File: config.mk
export PLATFORM = sky130hd
export DESIGN_NAME = mux_arbiter
export DESIGN_NICKNAME = d
export VERILOG_FILES = /design/src/rtl/mux_arb_pkg.sv /design/src/rtl/mux_arbiter_mux_w.sv /design/src/rtl/mux_arbiter.sv
export SDC_FILE = /design/constraint.sdc
export NUM_CORES = 1
export LEC_CHECK = 0
export ABC_AREA = 1
export BUFFER_PORTS_ARGS = -buffer_cell sky130_fd_sc_hd__buf_2
export CAP_MARGIN = 20
export CORE_AREA = 2 2 39 41
export DETAILED_ROUTE_END_ITERATION = 8
export DIE_AREA = 0 0 41 43
export PLACE_DENSITY = 0.72
export SETUP_SLACK_MARGIN = 0.3
export SLEW_MARGIN = 20
export SYNTH_ARGS = -nofsm -noshare
export SYNTH_HDL_FRONTEND = slang
export SYNTH_HIERARCHICAL = 1
export SYNTH_SLANG_ARGS = --single-unit
File: constraint.sdc
create_clock -name clk -period 1.45 [get_ports clk]
set_input_delay 0.3625 -clock clk [delete_from_list [all_inputs] [get_ports clk]]
set_output_delay 0.3625 -clock clk [all_outputs]
set_load 0.05 [all_outputs]
File: src/rtl/mux_arb_pkg.sv
// Shared types and constants for the two-requester packet arbiter.
// Holds the FSM state encoding and the helper that picks a winner when idle.
package mux_arb_pkg;

  typedef enum logic [1:0] {
    ARB_IDLE = 2'd0,
    ARB_GNT0 = 2'd1,
    ARB_GNT1 = 2'd2
  } arb_state_t;

  localparam logic ARB_SEL_REQ0 = 1'b0;
  localparam logic ARB_SEL_REQ1 = 1'b1;

  // A lone requester wins outright; a tie goes to the round-robin pointer.
  function automatic logic pick_grant(input logic v0, input logic v1, input logic prio);
    if (v0 && v1) begin
      return prio;
    end else if (v1) begin
      return ARB_SEL_REQ1;
    end else begin
      return ARB_SEL_REQ0;
    end
  endfunction

endpackage

File: src/rtl/mux_arbiter_mux_w.sv
// Bit-level 2:1 mux cell and a DATA_W-wide select built from one cell per bit.
// The arbiter's data, valid and last paths are all steered through these cells.
module mux2 (
  input  logic a_i,
  input  logic b_i,
  input  logic s_i,
  output logic y_o
);

  assign y_o = s_i ? b_i : a_i;

endmodule

module mux_w #(
  parameter int W = 8
) (
  input  logic [W-1:0] a_i,
  input  logic [W-1:0] b_i,
  input  logic         sel_i,
  output logic [W-1:0] y_o
);

  for (genvar i = 0; i < W; i++) begin : g_bit
    mux2 u_mux2 (
      .a_i (a_i[i]),
      .b_i (b_i[i]),
      .s_i (sel_i),
      .y_o (y_o[i])
    );
  end

endmodule

File: src/rtl/mux_arbiter.sv
// Two-requester packet arbiter driving one shared valid/ready channel.
// Define ARB_TIMEOUT_EN to release a grant whose owner stays idle for TIMEOUT cycles.
module mux_arbiter
  import mux_arb_pkg::*;
#(
  parameter int DATA_W  = 8,
  parameter int TIMEOUT = 16
) (
  input  logic              clk,
  input  logic              rst,
  input  logic              req0_valid,
  input  logic [DATA_W-1:0] req0_data,
  input  logic              req0_last,
  output logic              req0_ready,
  input  logic              req1_valid,
  input  logic [DATA_W-1:0] req1_data,
  input  logic              req1_last,
  output logic              req1_ready,
  output logic              out_valid,
  output logic [DATA_W-1:0] out_data,
  input  logic              out_ready,
  output logic              sel,
  output logic              busy,
  output logic              timeout
);

  if (TIMEOUT < 1) begin : g_timeout_check
    $error("mux_arbiter: TIMEOUT must be at least 1");
  end

  arb_state_t state_q, state_d;
  logic       prio_q, prio_d;
  logic       sel_q, sel_d;

  logic              mux_valid;
  logic              mux_last;
  logic [DATA_W-1:0] mux_data;
  logic              xfer;
  logic              idle_expire;

  // sel_q only changes on grant entry, so in ARB_GNTn these carry requester n.
  mux_w #(.W(DATA_W)) u_data_mux (
    .a_i   (req0_data),
    .b_i   (req1_data),
    .sel_i (sel_q),
    .y_o   (mux_data)
  );

  mux2 u_valid_mux (
    .a_i (req0_valid),
    .b_i (req1_valid),
    .s_i (sel_q),
    .y_o (mux_valid)
  );

  mux2 u_last_mux (
    .a_i (req0_last),
    .b_i (req1_last),
    .s_i (sel_q),
    .y_o (mux_last)
  );

  assign busy       = (state_q != ARB_IDLE);
  assign out_valid  = busy & mux_valid;
  assign out_data   = mux_data;
  assign req0_ready = (state_q == ARB_GNT0) & out_ready;
  assign req1_ready = (state_q == ARB_GNT1) & out_ready;
  assign sel        = sel_q;
  assign xfer       = out_valid & out_ready;

`ifdef ARB_TIMEOUT_EN
  localparam int CNT_W = $clog2(TIMEOUT + 1);

  logic [CNT_W-1:0] idle_cnt_q, idle_cnt_d;
  logic             timeout_q;

  // Counts consecutive owner-idle cycles; any valid beat from the owner restarts it.
  always_comb begin
    idle_cnt_d  = '0;
    idle_expire = 1'b0;
    if (busy && !mux_valid) begin
      if (idle_cnt_q == CNT_W'(TIMEOUT - 1)) begin
        idle_expire = 1'b1;
      end else begin
        idle_cnt_d = idle_cnt_q + 1'b1;
      end
    end
  end

  always_ff @(posedge clk) begin
    if (rst) begin
      idle_cnt_q <= '0;
      timeout_q  <= 1'b0;
    end else begin
      idle_cnt_q <= idle_cnt_d;
      timeout_q  <= idle_expire;
    end
  end

  assign timeout = timeout_q;
`else
  assign idle_expire = 1'b0;
  assign timeout     = 1'b0;
`endif

  always_comb begin
    state_d = state_q;
    prio_d  = prio_q;
    sel_d   = sel_q;
    unique case (state_q)
      ARB_IDLE: begin
        if (req0_valid || req1_valid) begin
          sel_d   = pick_grant(req0_valid, req1_valid, prio_q);
          state_d = (sel_d == ARB_SEL_REQ1) ? ARB_GNT1 : ARB_GNT0;
        end
      end
      ARB_GNT0, ARB_GNT1: begin
        // Either ending the packet or timing out hands priority to the other side.
        if ((xfer && mux_last) || idle_expire) begin
          state_d = ARB_IDLE;
          prio_d  = ~sel_q;
        end
      end
      default: state_d = ARB_IDLE;
    endcase
  end

  always_ff @(posedge clk) begin
    if (rst) begin
      state_q <= ARB_IDLE;
      prio_q  <= ARB_SEL_REQ0;
      sel_q   <= ARB_SEL_REQ0;
    end else begin
      state_q <= state_d;
      prio_q  <= prio_d;
      sel_q   <= sel_d;
    end
  end

endmodule

**After elaboration in Yosys (flattened, before gate mapping)**

Cells that the tools add are included.

- Bits in registers: 4
- Input port bits: 23
- Output and inout bits: 14
- Logic and storage cells: 39

- Equality and inequality tests: 4
- Mux-type cells: 18
- Bitwise logic cells: 5
- Reduce and logical (&&, ||, !) cells: 9

Operator list:

| cell | number |
|---|---|
| 1-bit 2-to-1 mux | 14 |
| 2-bit 2-to-1 mux | 3 |
| 2-bit AND reduction | 3 |
| 1-bit bitwise AND | 4 |
| 2-bit inequality test, second input constant | 2 |
| 2-bit one-hot mux with 2 select lines | 1 |
| 2-bit by 1-bit == test with 1-bit output, second input constant | 1 |
| 2-bit == test, second input constant | 1 |
| 1-bit logical AND | 2 |
| 2-bit logical NOT | 1 |
| 2-bit nonzero test | 1 |
| 2-bit OR reduction | 1 |
| 1-bit logical OR | 1 |
| 1-bit inverter | 1 |

**Logic depth before layout (Yosys ltp)**

- Depth in word-level cells: 7
- Gate-level depth with buffers: 10
- Mapped depth without buffers: 10

**By module**

Netlist, hierarchy kept.

Modules (own cells, without submodules):

| module | times used | cells an instance | area an instance (µm²) | sequential area each (µm²) |
|---|---|---|---|---|
| mux_arbiter | 1 | 43 | 274.0 | 80.1 |
| mux2 | 10 | 4 | 15.0 | 0.0 |

**Worst setup path after synthesis**

No wires, ideal clock.

- Path kind: reg-to-reg
- Start point: register sel_q (netlist: sel)
- End point: register prio_q
- Setup time: 0.110 ns
- Data arrival time: 2.031 ns
- Required time: 1.340 ns
- Slack: -0.690 ns
- Cell stages (with the launch flop): 10
- Path buffers: 0
- Period minus slack after synthesis: 2.140 ns
- Cells stage by stage: dfxtp_1 nand2_1 nand2_1 inv_1 nor2_2 nand3_1 nand2_1 o21ai_1 inv_1 nor2_1

- Cells in the longest elaborated chain, start to end: 5
- Elaborated cells on any way between the ends: 7
- Those cells by class: 2 x mux; 3 x bitwise; 2 x reduce/logical

Ends and longest elaborated chain:

| item | RTL line | text |
|---|---|---|
| from (decl) | mux_arbiter.sv:33 | `logic sel_q, sel_d;` |
| from (signal assigned) | mux_arbiter.sv:136 | `sel_q <= sel_d;` |
| 1-bit 2-to-1 mux | mux_arbiter_mux_w.sv:10 | `assign y_o = s_i ? b_i : a_i;` |
| named net mux_valid | mux_arbiter.sv:35 | `logic mux_valid;` |
| 1-bit bitwise AND | mux_arbiter.sv:64 | `assign out_valid = busy & mux_valid;` |
| named net out_valid | mux_arbiter.sv:19 | `output logic out_valid,` |
| 1-bit bitwise AND | mux_arbiter.sv:69 | `assign xfer = out_valid & out_ready;` |
| 1-bit logical AND | mux_arbiter.sv:119 | `if ((xfer && mux_last) \|\| idle_expire) begin` |
| 2-bit AND reduction (no line) | n/a |  |
| to (signal assigned) | mux_arbiter.sv:135 | `prio_q <= prio_d;` |
| to (decl) | mux_arbiter.sv:32 | `logic prio_q, prio_d;` |

The timed path passes the listed nets, and every way through them passes these cells.
A chain may end at the register's enable or synchronous reset.

**Worst setup path in the final report**

- Start point: register state_q[1]
- End point: output out_valid

- Cells in the longest elaborated chain, start to end: 2

Ends and longest elaborated chain:

| item | RTL line | text |
|---|---|---|
| from (decl) | mux_arbiter.sv:31 | `arb_state_t state_q, state_d;` |
| from (signal assigned) | mux_arbiter.sv:134 | `state_q <= state_d;` |
| 2-bit nonzero test | mux_arbiter.sv:63 | `assign busy = (state_q != ARB_IDLE);` |
| 1-bit bitwise AND | mux_arbiter.sv:64 |  |
| to (decl) | mux_arbiter.sv:19 |  |

No other way between the ends.

==> impl_metrics.yaml <==
cts:
  htreeDepth: 1
  cts_max_path_buffers: 2
  path_clk_slew_ns: 0.04
  clkSinkCount: 4
  clockRootBuffer: "clkbuf_4"
  numCtsBuffers: 3
  clk_latency_ns: 0.25
  cts_tree: "built"
worst_setup_path:
  cp_slowest_stage_delay_ns: 0.35
  cp-start-kind: "flop"
  r2r-end: "state_q[1]"
  crit_chain: "inv_4 > ha_4 > nor2_4 > buf_8"
  r2r_setup_slack_ns: 0.09
  r2r_start: "sel"
  crit_fanout: 4
  crit_buf_inv: 2
  reg2reg_depth: 12
  arrival_ns: 1.13
  slowest_stage: "dfxtp_2"
  path_delay_family: "flip-flops"
  crit_required_ns: 1.09
  endpoint_kind: "output port"
  crit_type: "flop to output port"
detailed_routing:
  dr.first_iter.drc_count: 9
  num_vias: 667
  ant_nets: 0
  drc: 0
  routed_via_density: 4.537
  drt_wl_total_um: 1729
  wire_per_inst_um: 11.76
  first_pass_iters: 4
min_path:
  min-delay-start: "rst"
  hp-class: "primary input to flop"
  min_to: "sel"
  hold_depth: 2
logic_synthesis:
  synthDistinctLibCells: 15
  ys.warnings.count: 6
  synth_ff_type: "dfxtp_1"
  syn-num-nets: 109
  synth-seq-area-share: 0.1888
  synth.cell_area_um2: 424.2
  synth_edf_count: 0
  synth_top_area_cell: "nand2_1"
  avgSynthCellArea_um2: 5.110
  async_flop_share: 0
  syn_inst: 83
  synth.top_cells.by_count: "nand2_1, inv_1, dfxtp_1"
  ys_ff_latch: 4
  yosysMostFrequentCell: "nand2_1"
  ys_top_cells_by_area: "nand2_1, dfxtp_1, inv_1"
  yosysTopAreaCellShare: 0.3717
final_layout:
  fill_cells: 105
  n_antenna_cell: 0
  fin_util: 0.7423
  final_area_um2: 1027
  area_growth_pct: 142.2
  fin_nets: 158
  final_layout_size_suffix_gt1_frac: 0.7252
placement:
  port_buffers: 35
  gp_congestion: 0.7302
  hpwlAfterDp_um: 881.7
  place_area_um2: 703.2
floorplan:
  rows: 14
  fp.dieArea_um2: 1763
  pin_count: 37
  die_x_um: 41
  initial_core_util: 0.3065
  core_um2: 1384
  die-height_um: 43
sta:
  hold_violations: 0
  setup_viol_count_final: 7
  final_max_slew_viol_count: 0
  fin_crit_sh: 1.028
  rsz0062_at_grt: "true"
  timing.fmax_mhz: 670.8
  skew_ns: 0.01171
  fin_crit_ns: 1.491
  setup_ws_ns: -0.04085
grt:
  grt-ovfl-total: 0
  grt.total_usage: 0.2108
  grt_pass1_wl_um: 2449
  grt_max_degree: 9
  antenna_found_initial: 0
  grt_pass1_vias: 625
power_and_ir_drop:
  power.density_nw_per_um2: 948.1
  ir_worst_vdd_v: 0.0007950
  p_leak_uw: 0.0005012
  power.total_uw: 974.0
outcome:
  violations: "setup timing"
  outcome: "complete, but fails checks"
job:
  drv_cap: 0
-- sequential cells by signal (all words and copies together) (netlist names) --
name	cells
sel	1
prio_q	1
state_q	2
-- worst reg2reg max path, cell delays in order (launching register included) --
cell and delay (ns):
dfxtp_4 0.40, buf_8 0.16, buf_6 0.11, inv_2 0.02, nand2_1 0.04, nand2_1 0.04
nand2_1 0.07, clkinv_2 0.07, nand2_2 0.07, nand2_2 0.06, nand2_2 0.07, nand2_1 0.05
a21oi_1 0.10
-- final cells by class --
| type | count | area [um2] | area share |
|---|---|---|---|
| tap | 16 | 20.02 | 0.01949 |
| sequential | 4 | 88.84 | 0.08648 |
| inverter | 19 | 90.09 | 0.08770 |
| clock buffer | 4 | 26.28 | 0.02558 |
| timing repair buffer | 45 | 387.9 | 0.3776 |
| multi-input combinational | 59 | 414.1 | 0.4032 |
-- repair_timing --
action / CTS / global route
endpoints found under the hold margin: 0 / 0
hold buffers: 0 / 0
pin swaps: 11 / 19
resized for setup: 66 / 18
buffers inserted: 9 / 1
gates cloned: 0 / 0
endpoints found under the setup margin: 16 / 17
-- worst max-delay path by stage --
stage	cells past startpoint	to	from	slack, ns
after CTS	5	req0_ready	state_q[1]	-0.01
after global placement	5	out_valid	sel	0.10
after global routing	5	out_valid	sel	-0.08
after floorplan	9	state_q[1]	sel	-0.005
after detailed placement	4	out_valid	state_q[1]	0.07
final	4	out_valid	state_q[1]	-0.04
-- per-stage QoR --
stage               hold WS [ns]  TNS (ns)  cells  setup WS, ns
floorplan                 0.4219  -0.01237     83     -0.004930
global placement          0.4697         0    133        0.1036
detailed placement        0.4770         0    133       0.06884
CTS                       0.3072  -0.01878    146     -0.009916
global route              0.3342   -0.5577    147      -0.07941
finish                    0.3283   -0.1570    147      -0.04085
-- power breakdown --
part / internal, uW / switching, uW / leakage [uW]
Sequential: 126 / 21.5 / 0.0000345
Clock: 104 / 54.4 / 0.0000150
Combinational: 286 / 382 / 0.000452
Total: 516 / 458 / 0.000501
-- routing by layer --
metal,vias up,routed length (um),part of all wire,track usage
met4,0,35,0.020,0.1200
li1,336,-,-,-
met3,5,154,0.089,0.02094
met2,34,967,0.56,0.4000
met5,-,0,0,0
met1,292,572,0.33,0.1929
-- cells by family (layout without fill, tap and decap cells) --
kind of cell / count (synthesis) / in the layout / synth area share
AND/OR/NAND/NOR: 49 / 49 / 0.4513
flip-flops: 4 / 4 / 0.1888
other: 1 / 1 / 0.008841
AO/OA/AOI/OAI: 6 / 6 / 0.07667
adder cells (fa/ha/maj): 3 / 3 / 0.08851
buffers and inverters: 20 / 68 / 0.1858
-- cell usage in the layout (no fill, tap or decap) --
master and n:
nor2_4 1, clkinv_2 1, nor2_1 3, o21ai_0 1, inv_1 3, o21ai_1 1
nand2_1 20, buf_8 12, nand3_2 1, dfxtp_2 1, a21boi_1 1, conb_1 1
dfxtp_4 2, clkbuf_4 3, inv_2 9, buf_4 7, nand2_4 11, ha_1 1
clkbuf_1 1, nand3_1 1, dfxtp_1 1, buf_2 22, inv_4 4, a21oi_2 1
buf_6 4, a21oi_1 2, clkinvlp_4 2, nand2_2 12, ha_4 2
Power figures use the tool's default switching activity.
